File: config.mk
export PLATFORM = sky130hd
export DESIGN_NAME = uart_transmitter_flat
export DESIGN_NICKNAME = d
export VERILOG_FILES = /design/src/rtl/uart_transmitter_if.sv /design/src/rtl/uart_transmitter.sv /design/src/flat_wrapper.sv
export SDC_FILE = /design/constraint.sdc
export NUM_CORES = 1
export LEC_CHECK = 0
export BUFFER_PORTS_ARGS = -buffer_cell sky130_fd_sc_hd__buf_2
export CAP_MARGIN = 40
export CELL_PAD_IN_SITES_DETAIL_PLACEMENT = 0
export CELL_PAD_IN_SITES_GLOBAL_PLACEMENT = 1
export CORE_MARGIN = 1.5
export CORE_UTILIZATION = 32
export CTS_CLUSTER_SIZE = 10
export DETAILED_ROUTE_END_ITERATION = 6
export GPL_TIMING_DRIVEN = 0
export HOLD_SLACK_MARGIN = 0.15
export PLACE_DENSITY = 0.6
export SLEW_MARGIN = 20
export SYNTH_ARGS = -nofsm -noshare
export SYNTH_HDL_FRONTEND = slang
export SYNTH_SLANG_ARGS = --single-unit
File: constraint.sdc
create_clock -name clk_25mhz -period 2.07 [get_ports clk_25mhz]
set_clock_uncertainty 0.05 [all_clocks]
set_input_delay 0.207 -clock clk_25mhz [delete_from_list [all_inputs] [get_ports clk_25mhz]]
set_output_delay 0.207 -clock clk_25mhz [all_outputs]
set_load 0.02 [all_outputs]
File: src/rtl/uart_transmitter_if.sv
// rtl/uart_transmitter_if.sv - byte request/serial status bundle for the UART transmitter
interface uart_transmitter_if;
  logic [7:0] tx_data;
  logic       tx_start;
  logic       tx_ready;
  logic       tx_serial;
  logic       tx_done;
  logic       bit_tick;

  modport master (
    output tx_data, tx_start,
    input  tx_ready, tx_serial, tx_done, bit_tick
  );

  modport slave (
    input  tx_data, tx_start,
    output tx_ready, tx_serial, tx_done, bit_tick
  );
endinterface

File: src/rtl/uart_transmitter.sv
// rtl/uart_transmitter.sv - 8N1 UART transmitter with registered serial line
// One byte per frame: start bit, 8 data bits LSB first, stop bit, each CLKS_PER_BIT clocks long.
module uart_transmitter #(
  parameter int CLK_FREQ  = 25_000_000,
  parameter int BAUD_RATE = 115_200
) (
  input  logic               clk_25mhz,
  input  logic               reset,
  uart_transmitter_if.slave  bus
);
  localparam int CLKS_PER_BIT = CLK_FREQ / BAUD_RATE;
  localparam int CNT_W        = (CLKS_PER_BIT > 1) ? $clog2(CLKS_PER_BIT) : 1;
  localparam logic [CNT_W-1:0] CNT_LAST = CNT_W'(CLKS_PER_BIT - 1);

  typedef enum logic [1:0] {IDLE, START, DATA, STOP} state_t;

  state_t           state, state_n;
  logic [CNT_W-1:0] cnt, cnt_n;
  logic [2:0]       bit_idx, bit_idx_n;
  logic [7:0]       shreg, shreg_n;
  logic             serial_q, serial_n;
  logic             done_q, done_n;
  logic             last_clk;

  assign last_clk = (cnt == CNT_LAST);

  always_ff @(posedge clk_25mhz or posedge reset) begin
    if (reset) begin
      state    <= IDLE;
      cnt      <= '0;
      bit_idx  <= '0;
      shreg    <= '0;
      serial_q <= 1'b1;
      done_q   <= 1'b0;
    end else begin
      state    <= state_n;
      cnt      <= cnt_n;
      bit_idx  <= bit_idx_n;
      shreg    <= shreg_n;
      serial_q <= serial_n;
      done_q   <= done_n;
    end
  end

  // serial_n is the line value for the next bit, so the output stays a flop
  always_comb begin
    state_n   = state;
    cnt_n     = cnt;
    bit_idx_n = bit_idx;
    shreg_n   = shreg;
    serial_n  = serial_q;
    done_n    = 1'b0;
    case (state)
      IDLE: begin
        cnt_n    = '0;
        serial_n = 1'b1;
        if (bus.tx_start) begin
          shreg_n  = bus.tx_data;
          state_n  = START;
          serial_n = 1'b0;
        end
      end
      START: begin
        if (last_clk) begin
          cnt_n     = '0;
          bit_idx_n = '0;
          serial_n  = shreg[0];
          state_n   = DATA;
        end else begin
          cnt_n = cnt + 1'b1;
        end
      end
      DATA: begin
        if (last_clk) begin
          cnt_n = '0;
          if (bit_idx == 3'd7) begin
            serial_n = 1'b1;
            state_n  = STOP;
          end else begin
            bit_idx_n = bit_idx + 3'd1;
            shreg_n   = {1'b0, shreg[7:1]};
            serial_n  = shreg[1];
          end
        end else begin
          cnt_n = cnt + 1'b1;
        end
      end
      STOP: begin
        if (last_clk) begin
          cnt_n    = '0;
          serial_n = 1'b1;
          done_n   = 1'b1;
          state_n  = IDLE;
        end else begin
          cnt_n = cnt + 1'b1;
        end
      end
      default: begin
        state_n  = IDLE;
        cnt_n    = '0;
        serial_n = 1'b1;
      end
    endcase
  end

  assign bus.tx_ready  = (state == IDLE);
  assign bus.tx_serial = serial_q;
  assign bus.tx_done   = done_q;
  assign bus.bit_tick  = (state != IDLE) && last_clk;
endmodule

File: src/flat_wrapper.sv
// flat-port wrapper written by rule: the top's interface ports become plain ports
module uart_transmitter_flat 
#(
  parameter int CLK_FREQ  = 25_000_000,
  parameter int BAUD_RATE = 115_200
)
  (clk_25mhz, reset, bus_tx_data, bus_tx_start, bus_tx_ready, bus_tx_serial, bus_tx_done, bus_bit_tick);
  uart_transmitter_if bus_i ();
  input  logic clk_25mhz;
  input  logic reset;
  input wire logic [$bits(bus_i.tx_data)-1:0] bus_tx_data;
  input wire logic [$bits(bus_i.tx_start)-1:0] bus_tx_start;
  output wire logic [$bits(bus_i.tx_ready)-1:0] bus_tx_ready;
  output wire logic [$bits(bus_i.tx_serial)-1:0] bus_tx_serial;
  output wire logic [$bits(bus_i.tx_done)-1:0] bus_tx_done;
  output wire logic [$bits(bus_i.bit_tick)-1:0] bus_bit_tick;
  assign bus_i.tx_data = bus_tx_data;
  assign bus_i.tx_start = bus_tx_start;
  assign bus_tx_ready = bus_i.tx_ready;
  assign bus_tx_serial = bus_i.tx_serial;
  assign bus_tx_done = bus_i.tx_done;
  assign bus_bit_tick = bus_i.bit_tick;
  uart_transmitter #(.CLK_FREQ(CLK_FREQ), .BAUD_RATE(BAUD_RATE)) u_core (.clk_25mhz(clk_25mhz), .reset(reset), .bus(bus_i));
endmodule
======== Yosys cells after proc, flatten, opt, wreduce, memory -nomap -nowiden ========
Cells that the tools add are included.
Widths: inputs -> output; s select.
word-level totals
  logic and storage cells ................. 53
  input bits .............................. 11
  output and inout bits ................... 4
  bits in registers ....................... 23
operators by class
  multiplexer cells ....................... 24
  reduce and logical (&&, ||, !) cells .... 10
  add/sub/neg operators ................... 2
  eq/ne operators ......................... 11
operators by type and width
  cell                 count
  $mux 8               4
  $pmux 8 s2           2
  $mux 2               5
  $mux 3               3
  $add 8x1->8 const B  1
  $eq 8x8->1 const B   1
  $ne 2x1->1 const B   4
  $pmux 2 s4           1
  $reduce_and 4->1     2
  $mux 1               7
  $pmux 3 s2           1
  $reduce_bool 2->1    3
  $reduce_and 5->1     1
  $eq 2x2->1 const B   2
  $ne 2x2->1 const B   2
  $pmux 1 s4           1
  $add 3x1->3 const B  1
  $eq 3x3->1 const B   1
  $reduce_and 3->1     1
  $reduce_or 3->1      1
  $eq 2x1->1 const B   1
  $logic_not 2->1      1
  $logic_and 1x1->1    1

======== Depth between registers and ports, before layout ========
  depth after elaboration ................. 4
  gate-level depth with buffers ........... 8

======== Worst setup path before layout ========
No wires, ideal clock.
  path type ............................... register to register
  start ................................... register u_core.state[0]
  end ..................................... register u_core.shreg[0]
  required time ........................... 1.897 ns
  data arrival time ....................... 1.762 ns
  setup time .............................. 0.123 ns
  path buffers ............................ 0
  slack ................................... 0.135 ns
  period minus slack after synthesis ...... 1.935 ns
  stages on the path, launching flop included .. 7
  cells stage by stage .................... dfrtp_1 > inv_1 > ha_1 > nor2b_1 > nor2_1 > or3_1 > o221a_1
between the ends
  cells in the longest elaborated chain, start to end .. 3
RTL lines
  what                                                              line                    source
  from (decl)                                                       uart_transmitter.sv:17  state_t state, state_n;
  from (signal assigned)                                            uart_transmitter.sv:36  state <= state_n;
  $logic_not 2->1 *                                                 n/a
  via bus_tx_ready                                                  flat_wrapper.sv:13      output wire logic [$bits(bus_i.tx_ready)-1:0] bus_tx_ready;
  $ne 2x2->1 (no line) / $reduce_bool 2->1 (equally long branches)  n/a
  $reduce_and 4->1 (no line)                                        n/a
  to (signal assigned)                                              uart_transmitter.sv:39  shreg <= shreg_n;
  to (decl)                                                         uart_transmitter.sv:20  logic [7:0] shreg, shreg_n;
The timed path passes the listed nets; every way through them passes the cells marked *.
A chain may end at the register's enable or synchronous reset.

======== Worst setup path in the final report ========
  start ................................... register u_core.cnt[5]
  end ..................................... register u_core.shreg[6]
between the ends
  cells in the longest elaborated chain, start to end .. 3
RTL lines
  what                        line                    source
  from (decl)                 uart_transmitter.sv:18  logic [CNT_W-1:0] cnt, cnt_n;
  from (signal assigned)      uart_transmitter.sv:37  cnt <= cnt_n;
  $eq 8x8->1                  uart_transmitter.sv:25  assign last_clk = (cnt == CNT_LAST);
  $ne 2x1->1 (no line)        n/a
  $reduce_and 4->1 (no line)  n/a
Every way passes these cells.

==> results.md <==
Synthesis:
- After synthesis, the netlist uses 36 different library cells.
- Of the synthesized area, sequential elements account for 46.3%.
- The prevailing post-synth register cell is sky130_fd_sc_hd__dfrtp_1.
- The post-synthesis instance area is 1250 um2.
- The mean cell area of the mapped netlist is 10.5 um2.
- The synthesized design contains 23 register bits.
- For this run, asynchronously set or reset flops after synthesis account for 100%.
- The cell count after synthesis came out at 119.
- The count of yosys warnings during synthesis is 0.
- In this run, synthesis inferred 0 flip-flops with an integrated enable.
- When the netlist entered floorplanning its net count stood at 139.

Pwr:
- The maximum VDD drop is 311 uV.
- The completed layout was analyzed and its total power is 753 uW.
- The power density over the cells is 504 nW/um2.
- In this run the static leakage power is 0.692 nW.

Die:
- The starting utilization of the core area is 33.8%.
- The number of top-level design ports is 15.
- The area of the core region is 3690 um2.
- The number of core rows is 22.
- The die extent in y is 65.4 um.
- The horizontal die dimension is 65.4 um.
- The full die area is 4280 um2.

Setup path:
- Data on the critical path is required at its endpoint by 2170 ps.
- The critical path's slowest cell is sky130_fd_sc_hd__dfrtp_1.
- In this run the worst path has a maximum fanout of 7.
- The critical path start-end classification is reg -> reg.
- The number of buffers and inverters on the critical path is 1.
- STA puts the critical path data arrival time at 2050 ps.
- The critical path capture point type is a flip-flop.
- The critical path goes through nand4b_1 -> or2_1 -> buf_6 -> or3_4 -> o221a_1.
- The worst stage delay on the critical path is 410 ps.
- The cell family contributing the most delay on the critical path is simple AND/OR/NAND/NOR gates.
- The type of origin of the critical path is a flip-flop.

Detailed routing:
- The number of optimization iterations in the first detailed-route pass is 4.
- The average routed wire per standard cell is 14.1 um.
- The number of violations reported at the end of detailed-routing iteration 0 is 43.
- The number of nets still failing antenna checks after routing is 0.
- The via-per-instance ratio is 5.11.
- The total DRC errors in the routed layout is 0.
- The via count is 965.
- The routed design has 2660 um of wire.

Finish:
- The total of fill cells in the finished design is 392.
- The layout net count is 162.
- The layout overhead on the synthesized area is 20.0%.
- The core utilization of the finished layout is 40.5%.
- The library cells used most frequently in the layout, excluding fill and tap cells, are 22 x sky130_fd_sc_hd__dfrtp_1, 14 x sky130_fd_sc_hd__buf_2, 9 x sky130_fd_sc_hd__nor3_1, 8 x sky130_fd_sc_hd__nand3_1.
- The antenna diode count is 0.
- The multi-input gate area in the final layout is 643 um2.
- The most common cell after layout, fill and taps aside is sky130_fd_sc_hd__dfrtp_1.
- The number of standard cells in the layout, taps in and fillers out is 189.
- The sequential cells in the finished layout cover a total of 577 um2.
- The share of layout cells above drive strength 1 is 23.4%.

Global routing:
- The global-route congestion overflow total is 0.
- Entering global routing, the biggest net connects 14 pins.
- The number of global-route vias before repair is 975.
- The overall routing resource usage is 13.9%.
- The first global-routing pass estimated 4550 um of wire.
- The initial antenna violation count is 0.

Placed design:
- The placed cell count is 182.
- The count of input and output buffers is 14.
- The congestion estimate from routability-driven global placement came to 0.812.
- The worst slack at placement is -175 ps.
- Once detailed placement completed, the half-perimeter wirelength came to 1950 um.

STA:
- The worst pin sits at a relative slew slack of 67.0%.
- The final number of setup-violating endpoints is 0.
- After layout, the worst setup slack is 118 ps.
- Setup repair after global routing left no endpoint under its margin.
- Dividing the final minimum period by the clock period gives 94.3%.
- The maximum clock frequency is 512 MHz.
- The hold violation total from the final report was 0.
- At the pin with the least slew margin, the transition time is 495 ps.
- On the final layout, the worst hold slack is 169 ps.
- The final number of max-transition violations came to 0.
- Counting I/O delays and the setup requirement, the final critical path takes 1950 ps.

Clocking:
- The clock transition at the registers of the reported paths is 80 ps.
- The maximum number of buffers from clock root to sink is 2.
- Clock latency on the worst-skew pair, taken at its later pin, is 260 ps.
- The library cell used as clock root buffer is sky130_fd_sc_hd__clkbuf_8.
- In this run the number of H-tree levels came out at 1.
- The TritonCTS buffer count is 3.
- The clock tree from TritonCTS is built.
- The clock drives 23 sinks.

Min path:
- The path class of the tightest hold or removal check is in -> reg.

Status:
- The run finished with clean final reports.

Job:
- The reported max-cap violation count is 0.
synthesized netlist by cell type (2+ instances only):
| cell | number | area share [%] |
|---|---|---|
| sky130_fd_sc_hd__o221a_1 | 7 | 6.3 |
| sky130_fd_sc_hd__nand2_1 | 5 | 1.5 |
| sky130_fd_sc_hd__nor2_1 | 7 | 2.1 |
| sky130_fd_sc_hd__dfrtp_1 | 22 | 44 |
| sky130_fd_sc_hd__o311ai_0 | 2 | 1.4 |
| sky130_fd_sc_hd__nand2b_1 | 2 | 1.0 |
| sky130_fd_sc_hd__clkbuf_1 | 3 | 0.90 |
| sky130_fd_sc_hd__inv_1 | 5 | 1.5 |
| sky130_fd_sc_hd__xnor2_1 | 3 | 2.1 |
| sky130_fd_sc_hd__nand3_1 | 8 | 3.2 |
| sky130_fd_sc_hd__ha_1 | 9 | 9.0 |
| sky130_fd_sc_hd__nor2b_1 | 2 | 1.0 |
| sky130_fd_sc_hd__xor2_1 | 3 | 2.1 |
| sky130_fd_sc_hd__o21ai_0 | 4 | 1.6 |
| sky130_fd_sc_hd__nor3_1 | 9 | 3.6 |
| sky130_fd_sc_hd__buf_6 | 2 | 1.8 |
| sky130_fd_sc_hd__or3_1 | 7 | 3.5 |
repair_timing:
item | 4_1_cts | 5_1_grt
hold buffers | 2 | 0
resized for setup | 3 | 5
endpoints found under the hold margin | 11 | 0
pin swaps | 0 | 1
endpoints found under the setup margin | 7 | 7
buffers inserted | 0 | 3
metal layers:
metal / GRT usage, % / wire [um] / part of all wire, % / up-vias
li1: - / - / - / 477
met1: 17.8 / 1220 / 46 / 470
met2: 23.2 / 1300 / 49 / 16
met3: 4.28 / 116 / 4.4 / 2
met4: 3.13 / 23 / 0.87 / 0
met5: 0 / 0 / 0 / -
registers in the layout, indices dropped and copies added, names as in the netlist:
signal and flops:
u_core.state 2, u_core.bus.tx_serial 1, u_core.cnt 8, u_core.shreg 8, u_core.bus.tx_done 1, u_core.bit_idx 3
power breakdown:
group | total, mW | switching (mW) | internal [mW]
logic | 0.0271 | 0.0143 | 0.0128
registers | 0.451 | 0.000810 | 0.450
clock network | 0.275 | 0.138 | 0.137
total | 0.753 | 0.153 | 0.600
path summary, 6_finish.rpt:
| kind | start | end | slack [ps] | depth (start not counted) |
|---|---|---|---|---|
| worst max-delay path | u_core.cnt[5] | u_core.shreg[6] | 120 | 5 |
| worst min-delay path | bus_tx_data[3] | u_core.shreg[3] | 170 | 2 |
| worst max register to register | u_core.cnt[5] | u_core.shreg[6] | 120 | 5 |
| worst min register to register | u_core.shreg[4] | u_core.shreg[3] | 500 | 1 |
| max in group asynchronous | reset | u_core.bus.tx_serial | 990 | 4 |
| min in group asynchronous | reset | u_core.shreg[5] | 450 | 3 |
stage by stage:
stage	instance area, um2	TNS (ps)
4_1_cts	1460	0
3_5_place_dp	1390	-1090
2_1_floorplan	1250	0
3_3_place_gp	1380	-970
6_report	1500	0
5_1_grt	1500	0
cell type report:
cell class | count | share of cell area, %
Buffer | 4 | 1.59
Sequential cell | 23 | 38.6
Clock buffer | 4 | 3.01
Multi-Input combinational cell | 85 | 43.0
Tap cell | 48 | 4.02
Timing Repair Buffer | 20 | 8.54
Inverter | 5 | 1.26
logic make-up after synthesis:
| kind of cell | synth area share [%] |
|---|---|
| simple gates | 21.4 |
| compound gates | 13.7 |
| fa+ha+maj | 9.04 |
| flops | 46.3 |
| buf+inv | 4.52 |
| xor+xnor | 4.22 |
| mux | 0.904 |
No activity file was read; power rests on OpenSTA's default activity.
